===== src/rtl/splitr.sv =====
// splitr: one-to-two stream fork, each branch buffered by its own DEPTH-entry FIFO.
// Latency: 1 cycle from input acceptance to valid on both branches (no bypass).
// Backpressure: ready_out drops when either branch FIFO is full (registered counts only).
//
// Ports (splitr):
//   clk, rst              clock (rising edge), asynchronous active-low reset
//   data/valid/last       input beat; ready_out accepts it
//   data_k/valid_k/last_k branch k head-of-FIFO beat; ready_k pops it
//   cnt_k                 branch k FIFO occupancy

// splitr_fifo: small synchronous FIFO holding one branch of the fork.
// Latency: 1 cycle push-to-head; head held stable until popped.
// Backpressure: caller must not push when full; pop on empty is ignored.
module splitr_fifo #(
    parameter int W     = 9,
    parameter int DEPTH = 2
) (
    input  logic                       clk,
    input  logic                       rst,
    input  logic                       push_i,
    input  logic [W-1:0]               dat_i,
    input  logic                       pop_i,
    output logic [W-1:0]               dat_o,
    output logic                       vld_o,
    output logic [$clog2(DEPTH):0]     cnt_o
);
    localparam int AW = $clog2(DEPTH);
    localparam int CW = AW + 1;

    logic [W-1:0]  mem_q [DEPTH];
    logic [AW-1:0] wr_ptr_q, wr_ptr_d;
    logic [AW-1:0] rd_ptr_q, rd_ptr_d;
    logic [CW-1:0] cnt_q, cnt_d;
    logic          pop;

    // Popping an empty FIFO is a no-op; the consumer's ready is ignored then.
    assign pop = pop_i && (cnt_q != '0);

    always_comb begin
        wr_ptr_d = wr_ptr_q;
        rd_ptr_d = rd_ptr_q;
        cnt_d    = cnt_q;
        if (push_i) begin
            wr_ptr_d = wr_ptr_q + AW'(1);
        end
        if (pop) begin
            rd_ptr_d = rd_ptr_q + AW'(1);
        end
        // Push and pop together leave the occupancy unchanged.
        if (push_i && !pop) begin
            cnt_d = cnt_q + CW'(1);
        end else if (pop && !push_i) begin
            cnt_d = cnt_q - CW'(1);
        end
    end

    always_ff @(posedge clk or negedge rst) begin
        if (!rst) begin
            wr_ptr_q <= '0;
            rd_ptr_q <= '0;
            cnt_q    <= '0;
            for (int i = 0; i < DEPTH; i++) begin
                mem_q[i] <= '0;
            end
        end else begin
            wr_ptr_q <= wr_ptr_d;
            rd_ptr_q <= rd_ptr_d;
            cnt_q    <= cnt_d;
            if (push_i) begin
                mem_q[wr_ptr_q] <= dat_i;
            end
        end
    end

    assign dat_o = mem_q[rd_ptr_q];
    assign vld_o = (cnt_q != '0);
    assign cnt_o = cnt_q;
endmodule

module splitr #(
    parameter int LEN   = 8,
    parameter int DEPTH = 2
) (
    input  logic                       clk,
    input  logic                       rst,
    input  logic [LEN-1:0]             data,
    input  logic                       valid,
    input  logic                       last,
    output logic                       ready_out,
    output logic [LEN-1:0]             data_0,
    output logic                       valid_0,
    output logic                       last_0,
    input  logic                       ready_0,
    output logic [LEN-1:0]             data_1,
    output logic                       valid_1,
    output logic                       last_1,
    input  logic                       ready_1,
    output logic [$clog2(DEPTH):0]     cnt_0,
    output logic [$clog2(DEPTH):0]     cnt_1
);
    localparam int CW = $clog2(DEPTH) + 1;
    localparam logic [CW-1:0] FULL = CW'(DEPTH);

    typedef struct packed {
        logic           last;
        logic [LEN-1:0] dat;
    } beat_t;

    beat_t in_beat, out_beat_0, out_beat_1;
    logic  push;

    // Only registered counts feed ready_out: a full FIFO being popped this
    // cycle still blocks, keeping ready_k off the input-side timing path.
    assign ready_out = (cnt_0 != FULL) && (cnt_1 != FULL);
    // One push enable drives both FIFOs so a beat is never delivered to one branch only.
    assign push      = valid && ready_out;
    assign in_beat   = '{last: last, dat: data};

    splitr_fifo #(.W(LEN + 1), .DEPTH(DEPTH)) u_fifo_0 (
        .clk    (clk),
        .rst    (rst),
        .push_i (push),
        .dat_i  (in_beat),
        .pop_i  (ready_0),
        .dat_o  (out_beat_0),
        .vld_o  (valid_0),
        .cnt_o  (cnt_0)
    );

    splitr_fifo #(.W(LEN + 1), .DEPTH(DEPTH)) u_fifo_1 (
        .clk    (clk),
        .rst    (rst),
        .push_i (push),
        .dat_i  (in_beat),
        .pop_i  (ready_1),
        .dat_o  (out_beat_1),
        .vld_o  (valid_1),
        .cnt_o  (cnt_1)
    );

    assign data_0 = out_beat_0.dat;
    assign last_0 = out_beat_0.last;
    assign data_1 = out_beat_1.dat;
    assign last_1 = out_beat_1.last;
endmodule


===== config.mk =====
export PLATFORM = sky130hd
export DESIGN_NAME = splitr
export DESIGN_NICKNAME = d
export VERILOG_FILES = /design/src/rtl/splitr.sv
export SDC_FILE = /design/constraint.sdc
export NUM_CORES = 1
export LEC_CHECK = 0
export CAP_MARGIN = 20
export CORE_ASPECT_RATIO = 2
export CORE_UTILIZATION = 46
export CTS_CLUSTER_DIAMETER = 40
export DETAILED_ROUTE_END_ITERATION = 10
export HOLD_SLACK_MARGIN = 0.05
export PLACE_DENSITY = 0.79
export SLEW_MARGIN = 40
export SYNTH_ARGS = -nofsm -noshare
export SYNTH_HDL_FRONTEND = slang
export SYNTH_HIERARCHICAL = 1
export SYNTH_SLANG_ARGS = --single-unit

===== constraint.sdc =====
create_clock -name clk -period 1.8 [get_ports clk]
set_clock_uncertainty 0.1 [all_clocks]
set_input_delay 0.45 -clock clk [delete_from_list [all_inputs] [get_ports clk]]
set_output_delay 0.45 -clock clk [all_outputs]
set_load 0.05 [all_outputs]

# After elaboration in Yosys (flattened, before gate mapping)
# Cells that the tools add are included.
[word_totals] ff_bits=44 input_bits=14 word_cells=63
[classes] add_sub_neg=8 order_cmp=6 eq_ne=2 n_mux=16 bitwise=4 n_reduce_logical=17
[ops] op="9-bit two-way mux" n=8
[ops] op="18-bit bitwise mux" n=2
[ops] op="9-bit demux with 1-bit select" n=2
[ops] op="1-bit logical AND" n=10
[ops] op="2-bit greater-or-equal comparator (second input constant)" n=4
[ops] op="2-bit two-way mux" n=4
[ops] op="1-bit inverter with 2-bit output" n=4
[ops] op="2-bit nonzero test" n=4
[ops] op="1-bit adder (second input constant)" n=4
[ops] op="2-bit by 1-bit adder with 2-bit output (second input constant)" n=2
[ops] op="2-bit by 1-bit < comparator with 1-bit output (second input constant)" n=2
[ops] op="2-bit != test (second input constant)" n=2
[ops] op="2-bit by 1-bit subtractor with 2-bit output (second input constant)" n=2
[ops] op="1-bit zero test" n=3

# Logic depth before layout (Yosys ltp)
# Gate-level depths: netlist of run 1.
[depth] depth_word=7 depth_mapped=6 ltp_nobuf=6

# Hierarchy
# The synthesis of run 1 kept the hierarchy.
[by_module_without_submodules] mod="splitr_fifo" n_inst=2 cells_each=62 area_per_inst_um2=989.7
[by_module_without_submodules] mod="splitr" n_inst=1 cells_each=5 area_per_inst_um2=33.8

# Worst setup path after synthesis of run 1
# OpenSTA, ideal clock, no wires.
[synth_timing] kind="register to register" from="register u_fifo_0.cnt_q[0], in the netlist u_fifo_0/cnt_o[0]" to="register u_fifo_0/mem_q[10] in the netlist's numbering" setup_time_ns=0.125 arrival_time_ns=2.060 required_time_ns=1.575 slack_ns=-0.486 path_stages_with_launch=6 synth_period_minus_slack_ns=2.286 path_cell_list="dfrtp_1 > inv_1 > a221oi_2 > nor2b_2 > buf_6 > mux2_4"
[synth_between] elab_chain_len=3
[synth_rtl] item="from (decl)" line_no="33" rtl="logic [CW-1:0] cnt_q, cnt_d;"
[synth_rtl] item="from (signal assigned)" line_no="68" rtl="cnt_q <= cnt_d;"
[synth_rtl] item="2-bit != test" line_no="114" rtl="assign ready_out = (cnt_0 != FULL) && (cnt_1 != FULL);"
[synth_rtl] item="1-bit logical AND" line_no="114"
[synth_rtl] item="1-bit logical AND" line_no="116" rtl="assign push = valid && ready_out;"
[synth_rtl] item="named net push" line_no="110" rtl="logic push;"
[synth_rtl] item="to (signal, indexed assignment)" line_no="70" rtl="mem_q[wr_ptr_q] <= dat_i;"
[synth_rtl] item="to (decl)" line_no="30" rtl="logic [W-1:0] mem_q [DEPTH];"
# The timed path passes the listed nets, and every way through them passes these cells.
# A chain may end at the register's enable or synchronous reset.

# Worst setup path after layout of run 1
[layout_timing] from="register u_fifo_0.rd_ptr_q" to="output data_0[6]"
[layout_between] elab_chain_len=4
[layout_rtl] item="from (decl)" line_no="32" rtl="logic [AW-1:0] rd_ptr_q, rd_ptr_d;"
[layout_rtl] item="from (signal assigned)" line_no="67" rtl="rd_ptr_q <= rd_ptr_d;"
[layout_rtl] item="1-bit inverter with 2-bit output (implied by the code)" line_no="75" rtl="assign dat_o = mem_q[rd_ptr_q];"
[layout_rtl] item="9-bit two-way mux (implied by the code) (3 in series)" line_no="75"
[layout_rtl] item="to (decl)" line_no="90" rtl="output logic [LEN-1:0] data_0,"
# Every way passes these cells. The select of a mux whose other input is x is not followed.

==> run metrics, run 1 <==
Final Cycle Share=105%; final-report setup violation count=18; Num CTS Buffers=5; Inst Count DP=224; flops & latches, synth=between 40 and 50; DPL Wire Length=3020 um; GR Overflow Total=0; RSZ-0062 raised after global routing=true; fin worst setup slack=-86.2 ps; IO Port Bufs=38; WL met1=about 1700 um; Reg-to-Reg End=u_fifo_0/cnt_o[1]; element type at the critical path end=primary output; ant diodes=0; Synth Area in Adders=around 1.2%; Crit Path Max Fanout=9; main combinational cell family by area after synthesis=multiplexers; WP data arrival=between 1000 and 1500 ps; IO Count=39; met3 WL post-DR=roughly 110 um; met2 wire length=2620 um; top-count cell post-synth=dfrtp_1; total wire length=4470 um; DRT antenna net count=0; complex-gate fraction of the synthesized area=1.12%; Max Freq=~530 MHz; failing checks=setup timing; top cells by area, synth=dfrtp_1, mux2_2, mux2_4; Via Count=roughly 1200; largest net degree at the start of global routing=25; leading area contributor after synthesis=dfrtp_1; TritonCTS clock tree=yes; count of standard-cell rows=33; H-tree level count=2; first-pass GRT wire length=a little over 7000 um; clk_lat worst skew=roughly 290 ps; DRC=0; main flop type after synthesis=dfrtp_1; Clock transition at path regs=~80 ps; Max Slew Vio Count=0; commonest cells in the netlist=dfrtp_1, mux2_2, mux2_4, xor2_1, xnor2_1; Avg Cell Area, Syn=15.6 sq um; syn nets=145; critical path type=reg -> out; Post-synth EDFFs=0; layout cells sized above 1=approximately two thirds; hold crit path type=in -> async; total clock sinks=44; WP data required=around 1300 ps; via/cell ratio=a little over 5; Least-Margin Pin Slew=slightly below 600 ps; post-synth top area share=a little over half; Final Hold Fails=0; synthesized cell area=2010 sq um; Layout Area Growth over Synthesis=46.2%; Worst setup SP type=flop; Total GRT Usage=between 20 and 25%; GP Congestion=0.754; hold_buf cts=0; wire length per cell=~19 um; max-cap violation count=0; outcome=finished, violations left; R2R Path Start=u_fifo_0/cnt_o[0]; Post-Syn Instances=about 130; DIE AREA=~4700 sq um; Tmin final=approximately 1900 ps; Initial Util=48.8%; vias in the first global route=between 1000 and 1500; clock buffer depth=2; Seq/Total Area, Yosys=54.7%; Synth async-reset ratio=between 90% and 100%; NumNets Final=~200; DR iter-0 viols=8; mux contribution to synthesized area=roughly 34%; Die Width=48.8 um; Worst R2R Setup Slack=70 ps; top sig layer=met4; relative slew slack=around 60%; Die Y=~96 um; initial antenna violation count=0; post-synthesis simple-gate area fraction=2.86%; core area=4130 sq um; Post-Synth XOR/XNOR Area=between 4 and 5%; R2R cell count=7; YS warnings=6; fin cells=241; First-pass DRT Iterations=2; setup TNS=-1250 ps; root buffer cell=clkbuf_8; synth unique cells=16
==> state kept, by name (all words and copies together) (netlist names) <==
register	cells
u_fifo_0/mem_q	18
u_fifo_1/mem_q	18
u_fifo_0/cnt_o	2
u_fifo_1/cnt_o	2
u_fifo_0/rd_ptr_q	1
u_fifo_0/wr_ptr_q	1
u_fifo_1/rd_ptr_q	1
u_fifo_1/wr_ptr_q	1
==> placed cells by master (no fill, tap or decap), types with 2 or more instances in the layout <==
master	instances
dfrtp_1	40
mux2_2	27
mux2_4	27
buf_6	14
clkdlybuf4s50_1	11
buf_4	11
buf_12	9
buf_8	9
clkbuf_8	5
xor2_1	5
xnor2_1	4
dfrtp_2	4
inv_2	3
nand2_1	2
nor2b_4	2
nor2_2	2
ha_4	2
==> cell families after synthesis <==
group / count (synthesis)
mux: 54
flops: 44
xor+xnor: 10
simple gates: 10
buf+inv: 7
compound gates: 2
fa+ha+maj: 2
==> worst max-delay path, cell delays in order, from the launching register on <==
cell and delay (ps):
dfrtp_1 400, buf_12 150, mux2_2 350, buf_6 160
==> through the flow <==
step           util (%)  instance area, sq um  hold slack (ps)  worst slack, ps
5_1_grt            71.3                  2940             89.6             -123
2_1_floorplan         -                  2030             54.4             -182
3_3_place_gp       62.0                  2560              357             -308
6_report           71.3                  2940             53.0            -86.2
3_5_place_dp       62.0                  2560              381             -378
4_1_cts            69.5                  2870             56.0            -91.4
==> worst max path at each step <==
stage	cells past startpoint	to	slack (ps)	startpoint
2_1_floorplan	5	u_fifo_0/mem_q[10]	-180	u_fifo_0/cnt_o[0]
3_3_place_gp	8	u_fifo_1/cnt_o[1]	-310	valid
3_5_place_dp	6	u_fifo_1/mem_q[4]	-380	valid
4_1_cts	3	data_0[7]	-90	u_fifo_0/rd_ptr_q
5_1_grt	3	data_0[6]	-120	u_fifo_0/rd_ptr_q
6_report	3	data_0[6]	-90	u_fifo_0/rd_ptr_q
==> area by class of cell <==
cell class	instances	area, sq um
multi-input cells	78	973
flip-flops and latches	44	1110
clock buffers	6	72.6
repair buffers	56	679
well taps	52	65.1
fillers	271	1190
inverters	3	11.3
clock inverters	2	35.0
==> metal layers <==
layer / track usage, % / vias up
met1: 21.6 / 630
met2: 39.9 / 32
li1: - / 567
met4: 8.09 / 0
met3: 3.19 / 5
met5: 0 / -
==> what timing repair did <==
| action | CTS | global route |
|---|---|---|
| resized for setup | 39 | 15 |
| pin swaps | 2 | 0 |
| endpoints found under the setup margin | 49 | 19 |
| endpoints found under the hold margin | 0 | 0 |
| buffers inserted | 7 | 2 |
Power of run 1 is not shown: default switching activity piles up to over one toggle a cycle in this logic, so the estimate is an artifact.
==> run 2: changes to the inputs <==
==> constraint.sdc (replaced) <==
create_clock -name clk -period 1.65 [get_ports clk]
set_clock_uncertainty 0.1 [all_clocks]
set_input_delay 0.4125 -clock clk [delete_from_list [all_inputs] [get_ports clk]]
set_output_delay 0.4125 -clock clk [all_outputs]
set_load 0.05 [all_outputs]
==> run metrics, run 2 (synthesis results as in run 1) <==
outcome=finished, violations left; failing checks=setup timing; Final Cycle Share=112%; core area=around 4100 sq um; first-pass GRT wire length=7080 um; Via Count=around 1300; Layout Area Growth over Synthesis=52.5%; GR Layer Usage met2=between 30% and 40%; final-report setup violation count=59; Multi-input gate area=1010 sq um; GP Congestion=about 0.71; Initial Util=between 40% and 50%; DIE AREA=around 4700 sq um; IO Count=39; CP bufs+invs=2; element type at the critical path end=primary output; total wire length=around 4600 um; Total GRT Usage=roughly a fifth; DR iter-0 viols=28; root buffer cell=clkbuf_8; clock buffer depth=2; Num CTS Buffers=5; via/cell ratio=about 5.1; H-tree level count=2; ant diodes=0; GR Overflow Total=0; RSZ-0062 raised after global routing=true; vias in the first global route=1381; most frequent cells in the layout=dfrtp_1, mux2_4, mux2_2; register area=around 1100 sq um; WP data arrival=approximately 1300 ps; largest net degree at the start of global routing=45; wire length per cell=between 15 and 20 um; Die Width=roughly 50 um; initial antenna violation count=0; Clock transition at path regs=~80 ps; count of standard-cell rows=33; fillers=between 200 and 300; Worst setup SP type=flop; Largest regs=u_fifo_0/mem_q x18, u_fifo_1/mem_q x18; Least-Margin Pin Slew=approximately 320 ps; WP data required=roughly 1100 ps; met1 usage=roughly 23%; NumNets Final=approximately 220; max-cap violation count=0; min-delay src=u_fifo_0/mem_q[0]; DPL Wire Length=around 2900 um; slowest CP cell=dfrtp_1; CP Cell Sequence=buf_4 > mux2_2 > buf_6; Max Slew Vio Count=0; most common cell after layout, fill and taps aside=dfrtp_1; hold crit path type=reg -> reg; Tmin final=1850 ps; Max Freq=between 500 and 600 MHz; hold path depth=1; fin worst setup slack=-201 ps; Final Hold Fails=0; R2R cell count=7; global route hottest layer=met2; layout cells sized above 1=~67%; TritonCTS clock tree=yes; Reg-to-Reg End=u_fifo_0/cnt_o[1]; relative slew slack=between 70% and 80%; CP peak stage delay=about 400 ps; Worst R2R Setup Slack=-130 ps; DRT antenna net count=0; R2R Path Start=u_fifo_0/cnt_o[0]; IO Port Bufs=38; clk_lat worst skew=between 200 and 300 ps; Hold Path Sink=u_fifo_0/mem_q[0]; Crit Path Max Fanout=2; critical path type=reg -> out; Hold Slack=409 ps; DRC=0; First-pass DRT Iterations=3; CP delay by family, top=flip-flops; total clock sinks=44; Die Y=between 90 and 100 um; M3 GR Usage=3.19%
run 2: changes by cell type in the layout (fill, tap and decap cells not counted), moves of 2 or more:
cell,previous run,this run
buf_6,14,21
buf_8,9,12
mux2_2,27,25
mux2_4,27,29
nand2_8,0,2
run 2: cell type report:
cell class | count | share of cell area (%)
flip-flops and latches | 44 | 36.0
multi-input cells | 78 | 32.8
repair buffers | 67 | 26.1
clock buffers | 7 | 2.49
well taps | 52 | 2.12
inverters | 3 | 0.367
clock inverters | 1 | 0.163
run 2: timing repair:
action	CTS	global route
setup endpoints to repair	61	61
buffers inserted	5	8
endpoints found under the hold margin	44	0
resized for setup	56	17
hold buffers	1	0
cloned	0	0
pin swaps	7	4
run 2: layer usage:
metal / vias to the layer above / routed length [um]
met5: - / 0
met4: 0 / 143
met3: 11 / 113
met2: 34 / 2680
met1: 660 / 1700
li1: 586 / -
run 2: worst max-delay path by stage:
| stage | from | end | slack (ps) | depth (start not counted) |
|---|---|---|---|---|
| after global routing | u_fifo_1/rd_ptr_q | last_1 | -260 | 3 |
| after CTS | u_fifo_1/rd_ptr_q | data_1[6] | -210 | 3 |
| after global placement | valid | u_fifo_0/mem_q[13] | -430 | 6 |
| final | u_fifo_1/rd_ptr_q | last_1 | -200 | 3 |
| after floorplan | u_fifo_0/cnt_o[0] | u_fifo_0/mem_q[10] | -330 | 5 |
| after detailed placement | valid | u_fifo_0/cnt_o[1] | -480 | 7 |
run 2: metrics by stage:
step | cell area [sq um] | setup WS [ps] | cells | setup TNS, ps | utilization (%)
4_1_cts | 2940 | -207 | 244 | -4830 | 71.1
3_3_place_gp | 2590 | -433 | 230 | -15320 | 62.8
6_report | 3070 | -201 | 252 | -6490 | 74.4
5_1_grt | 3070 | -259 | 252 | -10240 | 74.4
3_5_place_dp | 2590 | -483 | 230 | -16620 | 62.8
2_1_floorplan | 2030 | -331 | 129 | -9420 | -
Power of run 2 is left out for the same reason.
==> run 3: changes to the inputs <==
--- a/config.mk
+++ b/config.mk
@@ -10,6 +10,7 @@
 export CORE_UTILIZATION = 46
 export CTS_CLUSTER_DIAMETER = 40
 export DETAILED_ROUTE_END_ITERATION = 10
+export GPL_ROUTABILITY_DRIVEN = 0
 export HOLD_SLACK_MARGIN = 0.05
 export PLACE_DENSITY = 0.79
 export SLEW_MARGIN = 40
==> results of run 3 <==
The final DEF is identical to that of run 2; final timing and power are the same.
Power of run 3 is left out for the same reason.
